<file path="config.mk">
export PLATFORM = sky130hd
export DESIGN_NAME = cache_controller
export DESIGN_NICKNAME = d
export VERILOG_FILES = /design/src/rtl/cache_data_structs.sv /design/src/rtl/cache_line_store.sv /design/src/rtl/cache_controller.sv
export SDC_FILE = /design/constraint.sdc
export NUM_CORES = 2
export LEC_CHECK = 0
export BUFFER_PORTS_ARGS = -buffer_cell sky130_fd_sc_hd__clkbuf_2
export CORE_MARGIN = 2
export CORE_UTILIZATION = 25
export DETAILED_ROUTE_END_ITERATION = 8
export GPL_TIMING_DRIVEN = 0
export SYNTH_ARGS = -nofsm -noshare
export SYNTH_HDL_FRONTEND = slang
export SYNTH_SLANG_ARGS = --single-unit
</file>
<file path="constraint.sdc">
create_clock -name clk -period 18.74 [get_ports clk]
set_input_delay 4.685 -clock clk [delete_from_list [all_inputs] [get_ports clk]]
set_output_delay 4.685 -clock clk [all_outputs]
set_load 0.005 [all_outputs]
</file>
<file path="src/rtl/cache_data_structs.sv">
// Shared types and address-field constants for the direct-mapped cache.
// No ports: imported by cache_line_store and cache_controller.
package cache_data_structs;

    localparam int NUM_LINES  = 32;
    localparam int LINE_BITS  = 64;
    localparam int TAG_BITS   = 24;
    localparam int INDEX_BITS = 5;

    localparam int TAG_MSB   = 31;
    localparam int TAG_LSB   = 8;
    localparam int INDEX_MSB = 7;
    localparam int INDEX_LSB = 3;

    typedef struct packed {
        logic                valid;
        logic                dirty;
        logic [TAG_BITS-1:0] tag;
    } tag_type;

    typedef struct packed {
        logic [31:0] addr;
        logic [31:0] data;
        logic        rw;
        logic        valid;
    } cpu_req_type;

    typedef struct packed {
        logic [31:0] data;
        logic        ready;
    } cpu_res_type;

    typedef struct packed {
        logic [31:0]          addr;
        logic [LINE_BITS-1:0] data;
        logic                 rw;
        logic                 valid;
    } mem_req_type;

    typedef struct packed {
        logic [LINE_BITS-1:0] data;
        logic                 ready;
    } mem_res_type;

endpackage

</file>
<file path="src/rtl/cache_line_store.sv">
// Tag and data arrays for the cache: combinational read, clocked write.
// Ports:
//   clk, n_rst             clock, synchronous active-high reset (clears tag entries)
//   index                  line selected for both read and write
//   tag_we / tag_wdata     tag entry write
//   data_we / data_wdata   line data write
//   tag_rdata / data_rdata combinational read of the selected line
module cache_line_store
    import cache_data_structs::*;
(
    input  logic                  clk,
    input  logic                  n_rst,
    input  logic [INDEX_BITS-1:0] index,
    input  logic                  tag_we,
    input  tag_type               tag_wdata,
    input  logic                  data_we,
    input  logic [LINE_BITS-1:0]  data_wdata,
    output tag_type               tag_rdata,
    output logic [LINE_BITS-1:0]  data_rdata
);

    tag_type              tag_mem  [NUM_LINES];
    logic [LINE_BITS-1:0] data_mem [NUM_LINES];

    always_ff @(posedge clk) begin
        if (n_rst) begin
            for (int i = 0; i < NUM_LINES; i++) begin
                tag_mem[i] <= '0;
            end
        end else if (tag_we) begin
            tag_mem[index] <= tag_wdata;
        end
    end

    // Data is not reset; a cleared valid bit makes stale contents unreachable.
    always_ff @(posedge clk) begin
        if (data_we) begin
            data_mem[index] <= data_wdata;
        end
    end

    assign tag_rdata  = tag_mem[index];
    assign data_rdata = data_mem[index];

endmodule

</file>
<file path="src/rtl/cache_controller.sv">
// Direct-mapped, write-back, write-allocate data cache controller.
// Ports:
//   clk, n_rst  clock, synchronous active-high reset
//   cpu_req     {addr, data, rw, valid} from the CPU (rw=1 write), held until ready
//   cpu_res     {data, ready}; ready pulses for one cycle on a hit in COMPARE_TAG
//   mem_req     {addr, data, rw, valid} to memory, registered and held until mem_res.ready
//   mem_res     {data, ready} from memory
module cache_controller
    import cache_data_structs::*;
(
    input  logic        clk,
    input  logic        n_rst,
    input  cpu_req_type cpu_req,
    output cpu_res_type cpu_res,
    output mem_req_type mem_req,
    input  mem_res_type mem_res
);

    localparam logic [1:0] IDLE        = 2'd0;
    localparam logic [1:0] COMPARE_TAG = 2'd1;
    localparam logic [1:0] ALLOCATE    = 2'd2;
    localparam logic [1:0] WRITE_BACK  = 2'd3;

    logic [1:0]  state_q, state_d;
    cpu_req_type req_q, req_d;
    mem_req_type mem_req_q, mem_req_d;

    logic                  tag_we;
    tag_type               tag_wdata;
    logic                  data_we;
    logic [LINE_BITS-1:0]  data_wdata;
    tag_type               tag_rdata;
    logic [LINE_BITS-1:0]  data_rdata;

    logic [INDEX_BITS-1:0] index;
    logic [TAG_BITS-1:0]   req_tag;
    logic                  word_sel;
    logic                  hit;
    mem_req_type           refill_req;
    mem_req_type           wb_req;

    assign index    = req_q.addr[INDEX_MSB:INDEX_LSB];
    assign req_tag  = req_q.addr[TAG_MSB:TAG_LSB];
    assign word_sel = req_q.addr[2];
    assign hit      = tag_rdata.valid && (tag_rdata.tag == req_tag);

    assign refill_req = '{addr: {req_q.addr[31:3], 3'b000}, data: '0, rw: 1'b0, valid: 1'b1};
    // Victim address is rebuilt from the old tag before this cycle overwrites it.
    assign wb_req     = '{addr: {tag_rdata.tag, index, 3'b000}, data: data_rdata,
                          rw: 1'b1, valid: 1'b1};

    cache_line_store u_store (
        .clk        (clk),
        .n_rst      (n_rst),
        .index      (index),
        .tag_we     (tag_we),
        .tag_wdata  (tag_wdata),
        .data_we    (data_we),
        .data_wdata (data_wdata),
        .tag_rdata  (tag_rdata),
        .data_rdata (data_rdata)
    );

    always_comb begin
        state_d    = state_q;
        req_d      = req_q;
        mem_req_d  = mem_req_q;
        tag_we     = 1'b0;
        tag_wdata  = '0;
        data_we    = 1'b0;
        data_wdata = data_rdata;
        cpu_res    = '0;

        case (state_q)
            IDLE: begin
                mem_req_d = '0;
                if (cpu_req.valid) begin
                    req_d   = cpu_req;
                    state_d = COMPARE_TAG;
                end
            end
            COMPARE_TAG: begin
                if (hit) begin
                    cpu_res.ready = 1'b1;
                    mem_req_d     = '0;
                    state_d       = IDLE;
                    if (req_q.rw) begin
                        tag_we    = 1'b1;
                        tag_wdata = '{valid: 1'b1, dirty: 1'b1, tag: req_tag};
                        data_we   = 1'b1;
                        if (word_sel) data_wdata[63:32] = req_q.data;
                        else          data_wdata[31:0]  = req_q.data;
                    end else begin
                        cpu_res.data = word_sel ? data_rdata[63:32] : data_rdata[31:0];
                    end
                end else begin
                    // Claim the line now; the refill makes the retry in COMPARE_TAG hit.
                    tag_we    = 1'b1;
                    tag_wdata = '{valid: 1'b1, dirty: req_q.rw, tag: req_tag};
                    if (tag_rdata.valid && tag_rdata.dirty) begin
                        mem_req_d = wb_req;
                        state_d   = WRITE_BACK;
                    end else begin
                        mem_req_d = refill_req;
                        state_d   = ALLOCATE;
                    end
                end
            end
            WRITE_BACK: begin
                if (mem_res.ready) begin
                    mem_req_d = refill_req;
                    state_d   = ALLOCATE;
                end
            end
            ALLOCATE: begin
                if (mem_res.ready) begin
                    data_we    = 1'b1;
                    data_wdata = mem_res.data;
                    mem_req_d  = '0;
                    state_d    = COMPARE_TAG;
                end
            end
            default: state_d = IDLE;
        endcase
    end

    always_ff @(posedge clk) begin
        if (n_rst) begin
            state_q   <= IDLE;
            req_q     <= '0;
            mem_req_q <= '0;
        end else begin
            state_q   <= state_d;
            req_q     <= req_d;
            mem_req_q <= mem_req_d;
        end
    end

    assign mem_req = mem_req_q;

    logic unused_req_bits;
    assign unused_req_bits = ^{req_q.addr[1:0], req_q.valid};

endmodule

</file>
# After elaboration in Yosys (flattened, before gate mapping)
# Memory sizes are Yosys's and may differ from the RTL's. A register that Yosys moved wholly into a read port is not among the register bits.
# Index checks and enable logic that the tools add are counted.
[totals] reg_bits=165 latchBits=0 ramBits=2880 rom_bits=0 inputBits=133 out_inout_bits=131 memories=2
[classes] addsub=0 mul=0 div=0 order_cmp=0 eq_ne=7 shifts=0 mux=44 n_bitwise=0 n_reduce_logical=7
[memory_table] memory="u_store.data_mem" words=32 width=64 read_ports=1 rd_ports_with_merged_regs=1 wr=1 line_no="cache_line_store.sv:23" text="logic [LINE_BITS-1:0] data_mem [NUM_LINES];"
[memory_table] memory="u_store.tag_mem" words=32 width=26 read_ports=1 rd_ports_with_merged_regs=1 wr=32 line_no="cache_line_store.sv:22" text="tag_type tag_mem [NUM_LINES];"
[op_table] operator="$mux W98" count=4
[op_table] operator="$pmux W98 S4" count=1
[op_table] operator="$mux W64" count=3
[op_table] operator="$mux W32" count=4
[op_table] operator="$pmux W64 S2" count=1
[op_table] operator="$mux W26" count=4
[op_table] operator="$mux W33" count=2
[op_table] operator="$reduce_or A26 Y1" count=1
[op_table] operator="$mux W5" count=5
[op_table] operator="$eq A24 B24 Y1" count=1
[op_table] operator="$mux W1" count=14
[op_table] operator="$mux W2" count=4
[op_table] operator="$pmux W2 S4" count=1
[op_table] operator="$ne A2 B2 Y1 const B" count=3
[op_table] operator="$eq A2 B2 Y1 const B" count=2
[op_table] operator="$reduce_and A2 Y1" count=2
[op_table] operator="$reduce_and A3 Y1" count=1
[op_table] operator="$eq A2 B1 Y1 const B" count=1
[op_table] operator="$logic_and A1 B1 Y1" count=2
[op_table] operator="$logic_not A2 Y1" count=1
[op_table] operator="$pmux W1 S2" count=1

# Longest topological paths before layout
[logic_depth] depth_word=9 depth_mapped=19 depth_no_buf=10

# By module
# From an unflattened synthesis, not the netlist that was laid out.
[hier_totals] hier_cells=7728 hier_area_um2=123672.4
[modules_own_cells] mod="cache_line_store" instances=1 cells_each=6751 area_per_inst_um2=115186.7 seq_area_each_um2=86482.9
[modules_own_cells] mod="cache_controller" instances=1 cells_each=977 area_per_inst_um2=8485.6 seq_area_each_um2=3203.1

# Worst setup path before layout
# Ideal clock, no wire load.
[synth_path] kind="input to register" start="in mem_res[0] (netlist bit)" end="mem u_store.data_mem[12][0] (enable)" setup_time_ns=0.565 arrival_time_ns=10.116 required_ns=18.175 setup_slack_ns=8.059 stages=6 n_path_buf=3 path_cell_list="clkbuf_1 and2_1 clkbuf_1 a32oi_1 clkbuf_1 nor3_1"
[synth_via] elab_chain_cells=4
[synth_lines] element="from (decl)" line_no="cache_controller.sv:16" text="input mem_res_type mem_res"
[synth_lines] element="$mux W1" line_no="cache_controller.sv:116" text="if (mem_res.ready) begin"
[synth_lines] element="$pmux W1 S2" line_no="cache_controller.sv:74" text="case (state_q)"
[synth_lines] element="$mux W1" line_no="cache_line_store.sv:37" text="if (data_we) begin"
[synth_lines] element="$mux W1 (implied by the code)" line_no="cache_line_store.sv:38" text="data_mem[index] <= data_wdata;"
[synth_lines] element="to (decl)" line_no="cache_line_store.sv:23"
# Every way passes these cells.

==> reports/metrics.cfg <==
[status]
violations = design-rule violations, max-capacitance violations, max-slew violations
status = finished, violations left

[finish]
fin_cells = 14877
areaGrowthSynthToFinish_pct = 20.1
fin_area_sq_um = 149000
regArea_sq_um = 89800
nets = 8250
drive_gt1_share_pct = 27.7
final_util_pct = 30.2
num-fill-cells = 48019
multi_input_area_sq_um = 32100

[synthesis]
yosysWarnings = 0
synth_area_leaders = edfxtp_1, mux4_2, nor2_1
synthesis.area_sq_um = 124000
synth_area_per_cell_sq_um = 17.4
synth.most_common_cell = edfxtp_1
synth_common_cells = edfxtp_1, nor2_1, mux4_2
ys_ff_latch = 3045
synth-async-reset-ratio_pct = 0
ys.flop_type = edfxtp_1
synth_cell_type_count = 69
yosys.area.top_type = edfxtp_1
yosysSeqAreaShare_pct = 72.4
netlist_instances = 7120
synth-edff-count = 2880
synth_top_area_share_pct = 69.8

[placed_design]
numPlacedInstances = 14304
port-buffer-count = 258
gp_congestion = 1.02
hpwlAfterDp_mm = 345
placed_area_sq_um = 139000

[sta]
skew_ps = 118
grt_setup_unrepaired = false
period_minus_slack_ps = 14180
relSlewSlack_pct = -13.8
drv_slew = 132
worst_pin_slew_ps = 1660
setup_viol = 0
period_share_pct = 75.6
timing_hold_violations_final = 0
fmax_mhz = 70.5
tns_ps = 0

[critical_path]
cp-end-kind = primary output
critical_path_class = flop to primary output
worst_setup_path_start_kind = flop
worstPathArrival_ps = 9490
cp_max_fo = 11
cp.required_ps = 14060

[routing]
dr.pass1.iters = 9
routed_wl_mm = 481
routedWlPerCell_um = 32.4
top_layer = met5
ant_nets = 0
detail_route.iter0.violations = 14397
wl_met3_mm = 78.5
drt-met1-wl_mm = 181
route.met2.wl_mm = 198
vias = 78298
drc = 20
via_per_inst = 5.26

[clock_tree]
clock_latency_ps = 950
clock-sinks = 3045
htreeDepth = 5
clockBufferDepth = 4
clk_pin_slew_ps = 60
root_buffer = clkbuf_16
hold_buffers = 0
tritoncts = yes
cts-buffers-inserted = 305
cts-resized-gates = 0
cts_setup_buffers = 0

[global_route]
grt_pass1_vias = 72570
grt_usage_pct = 18.5
grt_antenna_before_repair = 46
grt-ovfl-total = 0
grt_pass1_wl_mm = 638
grt_max_degree = 32

[min_path]
hold_class = flop to flop

[floorplanning]
core_area_sq_um = 494000
die_area_sq_um = 501000
row_count = 258
die_x_um = 708
io-pin-count = 264
start_util_pct = 25.1
die_h_um = 708

[power_and_ir_drop]
powerDensity_nw_per_um2 = 144
power_mw = 21.4
ir_worst_vdd_uv = 90.9
p_leak_nw = 46.8

[flow_run]
drv_cap = 15

[worst max-delay path: stages, from the launching register on]
cell and delay (ps):
dfxtp_1 320, buf_4 320, buf_2 490, buf_4 390, buf_4 470, buf_4 390
buf_4 360, clkbuf_1 1040, clkbuf_1 960, clkbuf_1 840, mux4_2 430, mux4_2 510
mux2i_1 1190, nor2_1 130, a21oi_1 380, nor3_1 110, clkbuf_2 130
[path summary, 6_finish.rpt]
check | end | slack (ps) | cells past startpoint | startpoint
worst min register to register | mem_req[32]$_SDFFE_PP0P_ | 460 | 2 | mem_req[32]$_SDFFE_PP0P_
worst max register to register | u_store.data_mem[0][28]$_DFFE_PP_ | 8640 | 18 | flop
worst min-delay path | mem_req[32]$_SDFFE_PP0P_ | 460 | 2 | mem_req[32]$_SDFFE_PP0P_
worst max-delay path | cpu_res[26] | 4560 | 16 | flop
[sequential cells by signal, summed over array words and instances (netlist names), named ones only]
register and count:
u_store.tag_mem 832, req_q 34, state_q 2, index 5
refill_req 24, u_store.data_mem 2048, mem_req 95
[layer usage]
| layer | vias up | GRT usage, % |
|---|---|---|
| li1 | 29997 | - |
| met1 | 40810 | 24.4 |
| met2 | 6465 | 25.8 |
| met3 | 996 | 8.69 |
| met4 | 30 | 7.50 |
| met5 | - | 1.19 |
[placed cells by master (no fill, tap or decap), drive strengths merged, types with 38 or more instances in the layout]
master | Yosys | layout
mux4 | 767 | 767
nor2 | 900 | 900
mux2i | 212 | 212
clkinv | 2 | 116
a22oi | 81 | 81
o21ai | 236 | 236
clkbuf | 281 | 920
nor3 | 75 | 75
inv | 44 | 56
nand2b | 44 | 44
nand2 | 668 | 668
dfxtp | 165 | 165
nand3 | 38 | 38
edfxtp | 2880 | 2880
buf | 233 | 658
a21oi | 111 | 111
and3 | 40 | 40
[cell type report]
class | instances | share of cell area [%]
Timing Repair Buffer | 684 | 4.31
Sequential cell | 3045 | 60.3
Clock buffer | 380 | 5.46
Clock inverter | 160 | 1.08
Multi-Input combinational cell | 3517 | 21.6
Antenna cell | 31 | 0.0521
Buffer | 514 | 1.64
Inverter | 46 | 0.116
Tap cell | 6500 | 5.46
[through the flow]
stage / hold WS [ps] / setup WS (ps)
finish: 457 / 4560
global route: 480 / 4920
CTS: 459 / 5090
detailed placement: 443 / 6070
global placement: 438 / -3170
floorplan: 445 / 8060
[cells by family (layout without fill, tap and decap cells)]
logic type / Yosys count / count (layout) / share of synthesized area, %
multiplexers: 995 / 995 / 15.8
XOR/XNOR: 29 / 29 / 0.205
other: 1 / 34 / 0.00303
AO/OA/AOI/OAI: 617 / 617 / 3.24
adder cells (fa/ha/maj): 4 / 4 / 0.0404
flip-flops: 3045 / 3045 / 72.4
AND/OR/NAND/NOR: 1869 / 1869 / 6.19
buffers and inverters: 560 / 1784 / 2.08
[where the power goes]
part | total (mW) | internal [mW] | switching (mW)
clock | 6.17 | 3.46 | 2.71
sequential | 9.15 | 9.04 | 0.116
combinational | 6.06 | 1.68 | 4.38
No activity file was read; power rests on OpenSTA's default activity.
